## src/rtl/yupferris_bitslam_pkg.sv

```systemverilog
// Shared definitions for the bitslam envelope DAC: register map, CTRL bit positions,
// envelope FSM state encodings and envelope limits.
package yupferris_bitslam_pkg;

    localparam logic [5:0] ADDR_VOLUME = 6'h01;
    localparam logic [5:0] ADDR_RATE   = 6'h02;
    localparam logic [5:0] ADDR_CTRL   = 6'h03;

    localparam int CTRL_TRIGGER_BIT = 0;
    localparam int CTRL_MODE_BIT    = 1;

    localparam logic [5:0] ENV_MAX = 6'h3F;
    localparam logic [5:0] ENV_MIN = 6'h00;

    typedef enum logic [1:0] {
        ST_IDLE    = 2'd0,
        ST_ATTACK  = 2'd1,
        ST_SUSTAIN = 2'd2,
        ST_DECAY   = 2'd3
    } env_state_t;

endpackage

```

## src/rtl/yupferris_bitslam_sdm.sv

```systemverilog
// First-order sigma-delta modulator: 6-bit level in, registered 1-bit density out.
// The carry out of the 6-bit accumulator is the output bit.
module yupferris_bitslam_sdm
    import yupferris_bitslam_pkg::*;
(
    input  logic       clk,
    input  logic       rst_n,
    input  logic [5:0] level,
    output logic       pdm_out
);

    logic [5:0] r_acc;
    logic       r_pdm;
    logic [6:0] w_sum;

    always_comb begin
        w_sum = {1'b0, r_acc} + {1'b0, level};
    end

    always_ff @(posedge clk or negedge rst_n) begin
        if (!rst_n) begin
            r_acc <= '0;
            r_pdm <= 1'b0;
        end else begin
            r_acc <= w_sum[5:0];
            r_pdm <= w_sum[6];
        end
    end

    assign pdm_out = r_pdm;

endmodule

```

## src/rtl/yupferris_bitslam_envdac.sv

```systemverilog
// Envelope generator (IDLE/ATTACK/SUSTAIN/DECAY) with a register write port, gating the
// envelope by the tone bit and driving a sigma-delta DAC for the output pin.
module yupferris_bitslam_envdac
    import yupferris_bitslam_pkg::*;
(
    input  logic       clk,
    input  logic       rst_n,
    input  logic       tone_in,
    input  logic       wr_en,
    input  logic [5:0] wr_addr,
    input  logic [5:0] wr_data,
    output logic       pdm_out,
    output logic [5:0] env_level,
    output logic [1:0] env_state
);

    logic [5:0] r_volume;
    logic [5:0] r_rate;
    logic       r_mode;
    logic [5:0] r_rate_cnt;
    logic [5:0] r_env;
    env_state_t r_state;

    env_state_t w_state_nxt;
    logic [5:0] w_env_nxt;
    logic       w_trigger;
    logic       w_env_tick;
    logic [5:0] w_level;

    function automatic logic [5:0] f_env_inc(input logic [5:0] v);
        return (v == ENV_MAX) ? ENV_MAX : v + 6'd1;
    endfunction

    function automatic logic [5:0] f_env_dec(input logic [5:0] v);
        return (v == ENV_MIN) ? ENV_MIN : v - 6'd1;
    endfunction

    // TRIGGER is a strobe decoded straight off the write port; it is never stored.
    assign w_trigger = wr_en && (wr_addr == ADDR_CTRL) && wr_data[CTRL_TRIGGER_BIT];

    always_ff @(posedge clk or negedge rst_n) begin
        if (!rst_n) begin
            r_volume <= '0;
            r_rate   <= '0;
            r_mode   <= 1'b0;
        end else if (wr_en) begin
            case (wr_addr)
                ADDR_VOLUME: r_volume <= wr_data;
                ADDR_RATE:   r_rate   <= wr_data;
                ADDR_CTRL:   r_mode   <= wr_data[CTRL_MODE_BIT];
                default:     ;
            endcase
        end
    end

    // Free-running prescaler; >= (not ==) recovers at once if RATE drops below the count.
    assign w_env_tick = (r_rate_cnt >= r_rate);

    always_ff @(posedge clk or negedge rst_n) begin
        if (!rst_n) begin
            r_rate_cnt <= '0;
        end else if (w_env_tick) begin
            r_rate_cnt <= '0;
        end else begin
            r_rate_cnt <= r_rate_cnt + 6'd1;
        end
    end

    always_ff @(posedge clk or negedge rst_n) begin
        if (!rst_n) begin
            r_state <= ST_IDLE;
        end else begin
            r_state <= w_state_nxt;
        end
    end

    always_comb begin
        w_state_nxt = r_state;
        if (w_trigger) begin
            w_state_nxt = ST_ATTACK;
        end else begin
            case (r_state)
                ST_IDLE:    w_state_nxt = ST_IDLE;
                ST_ATTACK:  if (r_env >= r_volume) w_state_nxt = ST_SUSTAIN;
                ST_SUSTAIN: if (r_mode) w_state_nxt = ST_DECAY;
                ST_DECAY:   if (r_env == ENV_MIN) w_state_nxt = ST_IDLE;
                default:    w_state_nxt = ST_IDLE;
            endcase
        end
    end

    // A trigger freezes env for its cycle so a retrigger climbs from the current level.
    always_comb begin
        w_env_nxt = r_env;
        if (!w_trigger) begin
            case (r_state)
                ST_IDLE:    w_env_nxt = ENV_MIN;
                ST_ATTACK:  if (w_env_tick && (r_env < r_volume)) w_env_nxt = f_env_inc(r_env);
                ST_SUSTAIN: w_env_nxt = r_volume;
                ST_DECAY:   if (w_env_tick) w_env_nxt = f_env_dec(r_env);
                default:    w_env_nxt = ENV_MIN;
            endcase
        end
    end

    always_ff @(posedge clk or negedge rst_n) begin
        if (!rst_n) begin
            r_env <= '0;
        end else begin
            r_env <= w_env_nxt;
        end
    end

    assign w_level = tone_in ? r_env : 6'd0;

    yupferris_bitslam_sdm u_sdm (
        .clk     (clk),
        .rst_n   (rst_n),
        .level   (w_level),
        .pdm_out (pdm_out)
    );

    assign env_level = r_env;
    assign env_state = r_state;

endmodule

```

## config.mk

```make
export PLATFORM = sky130hd
export DESIGN_NAME = yupferris_bitslam_envdac
export DESIGN_NICKNAME = d
export VERILOG_FILES = /design/src/rtl/yupferris_bitslam_pkg.sv /design/src/rtl/yupferris_bitslam_sdm.sv /design/src/rtl/yupferris_bitslam_envdac.sv
export SDC_FILE = /design/constraint.sdc
export NUM_CORES = 1
export LEC_CHECK = 0
export ABC_CLOCK_PERIOD_IN_PS = 2500
export CORE_MARGIN = 1
export CORE_UTILIZATION = 35
export DETAILED_ROUTE_END_ITERATION = 7
export DONT_BUFFER_PORTS = 1
export REMOVE_ABC_BUFFERS = 1
export SLEW_MARGIN = 20
export SYNTH_ARGS = -nofsm -noshare
export SYNTH_HDL_FRONTEND = slang
export SYNTH_HIERARCHICAL = 1
export SYNTH_SLANG_ARGS = --single-unit
export TNS_END_PERCENT = 50
```

## constraint.sdc

```tcl
create_clock -name clk -period 2.5 [get_ports clk]
set_clock_uncertainty 0.1 [all_clocks]
set_input_delay 0.375 -clock clk [delete_from_list [all_inputs] [get_ports clk]]
set_output_delay 0.375 -clock clk [all_outputs]
set_load 0.05 [all_outputs]
```

==> out/qor.csv <==
metric,value,unit
met1 Usage GRT,19.6,%
CP startpoint kind,register,
GRT Residual Overflow,0,
grt met2 use,25.7,%
GP Congestion,0.875,
CTS tree,built,
leak pwr,1.22,nW
fin. max-slew vios,0,
Tot GR Track Use,15.4,%
Starting Density,36.2,%
DP HPWL,3460,µm
final hold violations,0,
Core Area,6310,µm²
Tcrit/Tclk final,87.2,%
# fillers,653,
number of I/O port buffers,0,
Vert. Die Dim,82.8,µm
I/O pin count,25,
site row count,29,
register share of total power,29.8,%
switching share of total power,43.8,%
vias per inst,5.24,
final setup TNS,0,ps
Max clock buf depth,2,
first-pass GRT wire length,7950,µm
PwrDens,1090,nW/µm²
Sink Count,34,
"Avg Cell Area, Syn",10.3,µm²
max_slew headroom,70.8,%
grt peak-use layer,met2,
synthesized instance count,221,
Worst Path Max Fanout,11,
number of nets in the layout,278,
Synth Flop Type,dfrtp_1,
Initial DRC Count,111,
Setup-failing EPs final,0,
# H-tree levels,2,
dpl ws,348,ps
drt first pass iters,4,
"Seq/Total Area, Yosys",37.3,%
Post-Syn Area,2280,µm²
number of synthesized flops with an enable pin,0,
WP data required,2580,ps
clk_lat worst skew,280,ps
CP arrival,2260,ps
Syn. warnings,6,
Max-Cap Viols,0,
initial antenna violation count,0,
GRT met3 Usage,3.83,%
clock power share,15.4,%
RSZ-0062 raised after global routing,no,
Cell variety after synth,53,
drt total wl,4510,µm
largest net degree at the start of global routing,35,
final setup margin,320,ps
Synth async-reset ratio,100,%
clk root buf,clkbuf_8,
outcome,finished clean,
drt drc,0,
Net Sw Power,1.22,mW
vias in the first global route,1702,
Synth Register Bits,34,
worst hold path class,input port to register,
CP endpoint kind,register,
die area,6850,µm²
Routed Antenna Nets,0,
highest clock rate,459,MHz
Ant. Diodes,0,
Slew @ Worst Pin,438,ps
clock buffer count from CTS,5,
cell-internal power,1.56,mW
worst vdd ir,511,µV
"CTS clk-pin slew, worst paths",70,ps
Setup CP Type,register to register,
Chip Width,82.8,µm
final worst path period need,2180,ps
Combinational Power Share,54.8,%
Final Power,2.78,mW
share of cells above drive strength 1,18.3,%
Syn-to-layout area delta,11.3,%
Routed WL per cell,14.5,µm
Vias,1634,
-- area by class of cell --
type                       count  area (µm²)  area share (%)
inverter                      22        82.6            3.25
sequential                    34         851            33.5
multi-input combinational    160        1320            51.9
tap                           77        96.3            3.79
timing repair buffer          11        97.6            3.84
clock inverter                 2        12.5           0.492
clock buffer                   6        82.6            3.25
-- power by group through the flow --
stage	Clock, mW	Sequential (mW)	Combinational, mW
after CTS	0.448	0.830	1.53
after floorplan	0	1.03	0.967
final	0.429	0.828	1.52
after global placement	0	0.833	1.49
after global routing	0.473	0.852	1.71
after detailed placement	0	0.841	1.50
-- cells in the mapped netlist, drive strengths merged, types with 2 or more instances --
| cell | count | area [µm²] |
|---|---|---|
| dfrtp | 34 | 851 |
| ha | 27 | 338 |
| inv | 22 | 82.6 |
| nor2 | 15 | 56.3 |
| mux2 | 13 | 146 |
| a21oi | 12 | 63.8 |
| o21ai | 9 | 60.1 |
| nand2 | 8 | 30.0 |
| xnor2 | 8 | 70.1 |
| and2 | 7 | 46.3 |
| nand2b | 7 | 43.8 |
| nand4 | 4 | 25.0 |
| nor3 | 4 | 20.0 |
| a21o | 3 | 22.5 |
| buf | 3 | 23.8 |
| nand3 | 3 | 15.0 |
| o211ai | 3 | 22.5 |
| xor2 | 3 | 26.3 |
| a211oi | 2 | 20.0 |
| a22oi | 2 | 15.0 |
| and3 | 2 | 12.5 |
| clkbuf | 2 | 7.51 |
| nand3b | 2 | 15.0 |
| nand4b | 2 | 17.5 |
| nor2b | 2 | 20.0 |
| nor3b | 2 | 15.0 |
| o311a | 2 | 21.3 |
| o31ai | 2 | 15.0 |
-- registers in the layout, indices dropped and copies added (netlist names) --
name / count
env_level: 6
u_sdm/pdm_out: 1
r_mode: 1
r_volume: 6
r_rate: 6
env_state: 2
r_rate_cnt: 6
u_sdm/r_acc: 6
-- stage by stage --
stage | cell area [µm²] | hold WS (ps) | instances | utilization, %
after floorplan | 2250 | -20.6 | 216 | -
after global placement | 2420 | -19.6 | 302 | 38.3
after detailed placement | 2420 | -19.7 | 302 | 38.3
after CTS | 2540 | 126 | 312 | 40.2
after global routing | 2540 | 120 | 312 | 40.2
final | 2540 | 136 | 312 | 40.2
-- metal layers --
layer,up-vias,part of all wire [%]
met1,783,45
met2,39,48
met4,0,1.4
met5,-,0
met3,9,5.2
li1,803,-
-- cell usage in the layout (no fill, tap or decap), types with 3 or more instances in the layout --
cell | netlist | final
a21o_1 | 3 | 3
a21oi_1 | 11 | 11
and2_1 | 6 | 6
buf_4 | 1 | 9
clkbuf_8 | 0 | 6
dfrtp_1 | 34 | 34
ha_1 | 27 | 27
inv_1 | 22 | 22
mux2_2 | 13 | 13
nand2_1 | 8 | 8
nand2b_1 | 7 | 7
nand3_1 | 3 | 3
nand4_1 | 4 | 4
nor2_1 | 15 | 15
nor3_1 | 4 | 4
o211ai_1 | 3 | 3
o21ai_0 | 7 | 7
xnor2_1 | 8 | 8
xor2_1 | 3 | 3
-- path summary, 6_finish.rpt --
| kind | start | endpoint | cells after the start | slack (ps) |
|---|---|---|---|---|
| min | wr_data[2] | r_volume[2] | 1 | 140 |
| max | r_rate_cnt[0] | env_level[3] | 9 | 320 |
| min in group asynchronous | rst_n | u_sdm/r_acc[5] | 2 | 430 |
| max in group asynchronous | rst_n | r_rate[4] | 2 | 1680 |
| max reg2reg | r_rate_cnt[0] | env_level[3] | 9 | 320 |
| min reg2reg | u_sdm/r_acc[0] | u_sdm/r_acc[0] | 1 | 370 |
-- worst max-delay path, stage by stage, from the launching register on --
cell and delay [ps]:
dfrtp_1 400, inv_1 60, ha_1 260, nand2b_1 90, a21oi_1 90, o221ai_2 360
a22oi_1 150, buf_4 200, o21ai_0 160, a21bo_1 210
-- what timing repair did --
item                                    in CTS  in global routing
buffers inserted                             0                  0
endpoints found under the hold margin       34                  0
resized for setup                            0                  0
hold buffers                                 2                  0
endpoints found under the setup margin       0                  0
-- kinds of logic after synthesis --
family	after synthesis	share of synthesized area, %
simple gates	62	16.3
compound gates	45	14.7
flops	34	37.3
fa+ha+maj	28	15.7
buf+inv	27	4.99
mux	14	6.85
xor+xnor	11	4.22
(Power assumes the default switching activity.)
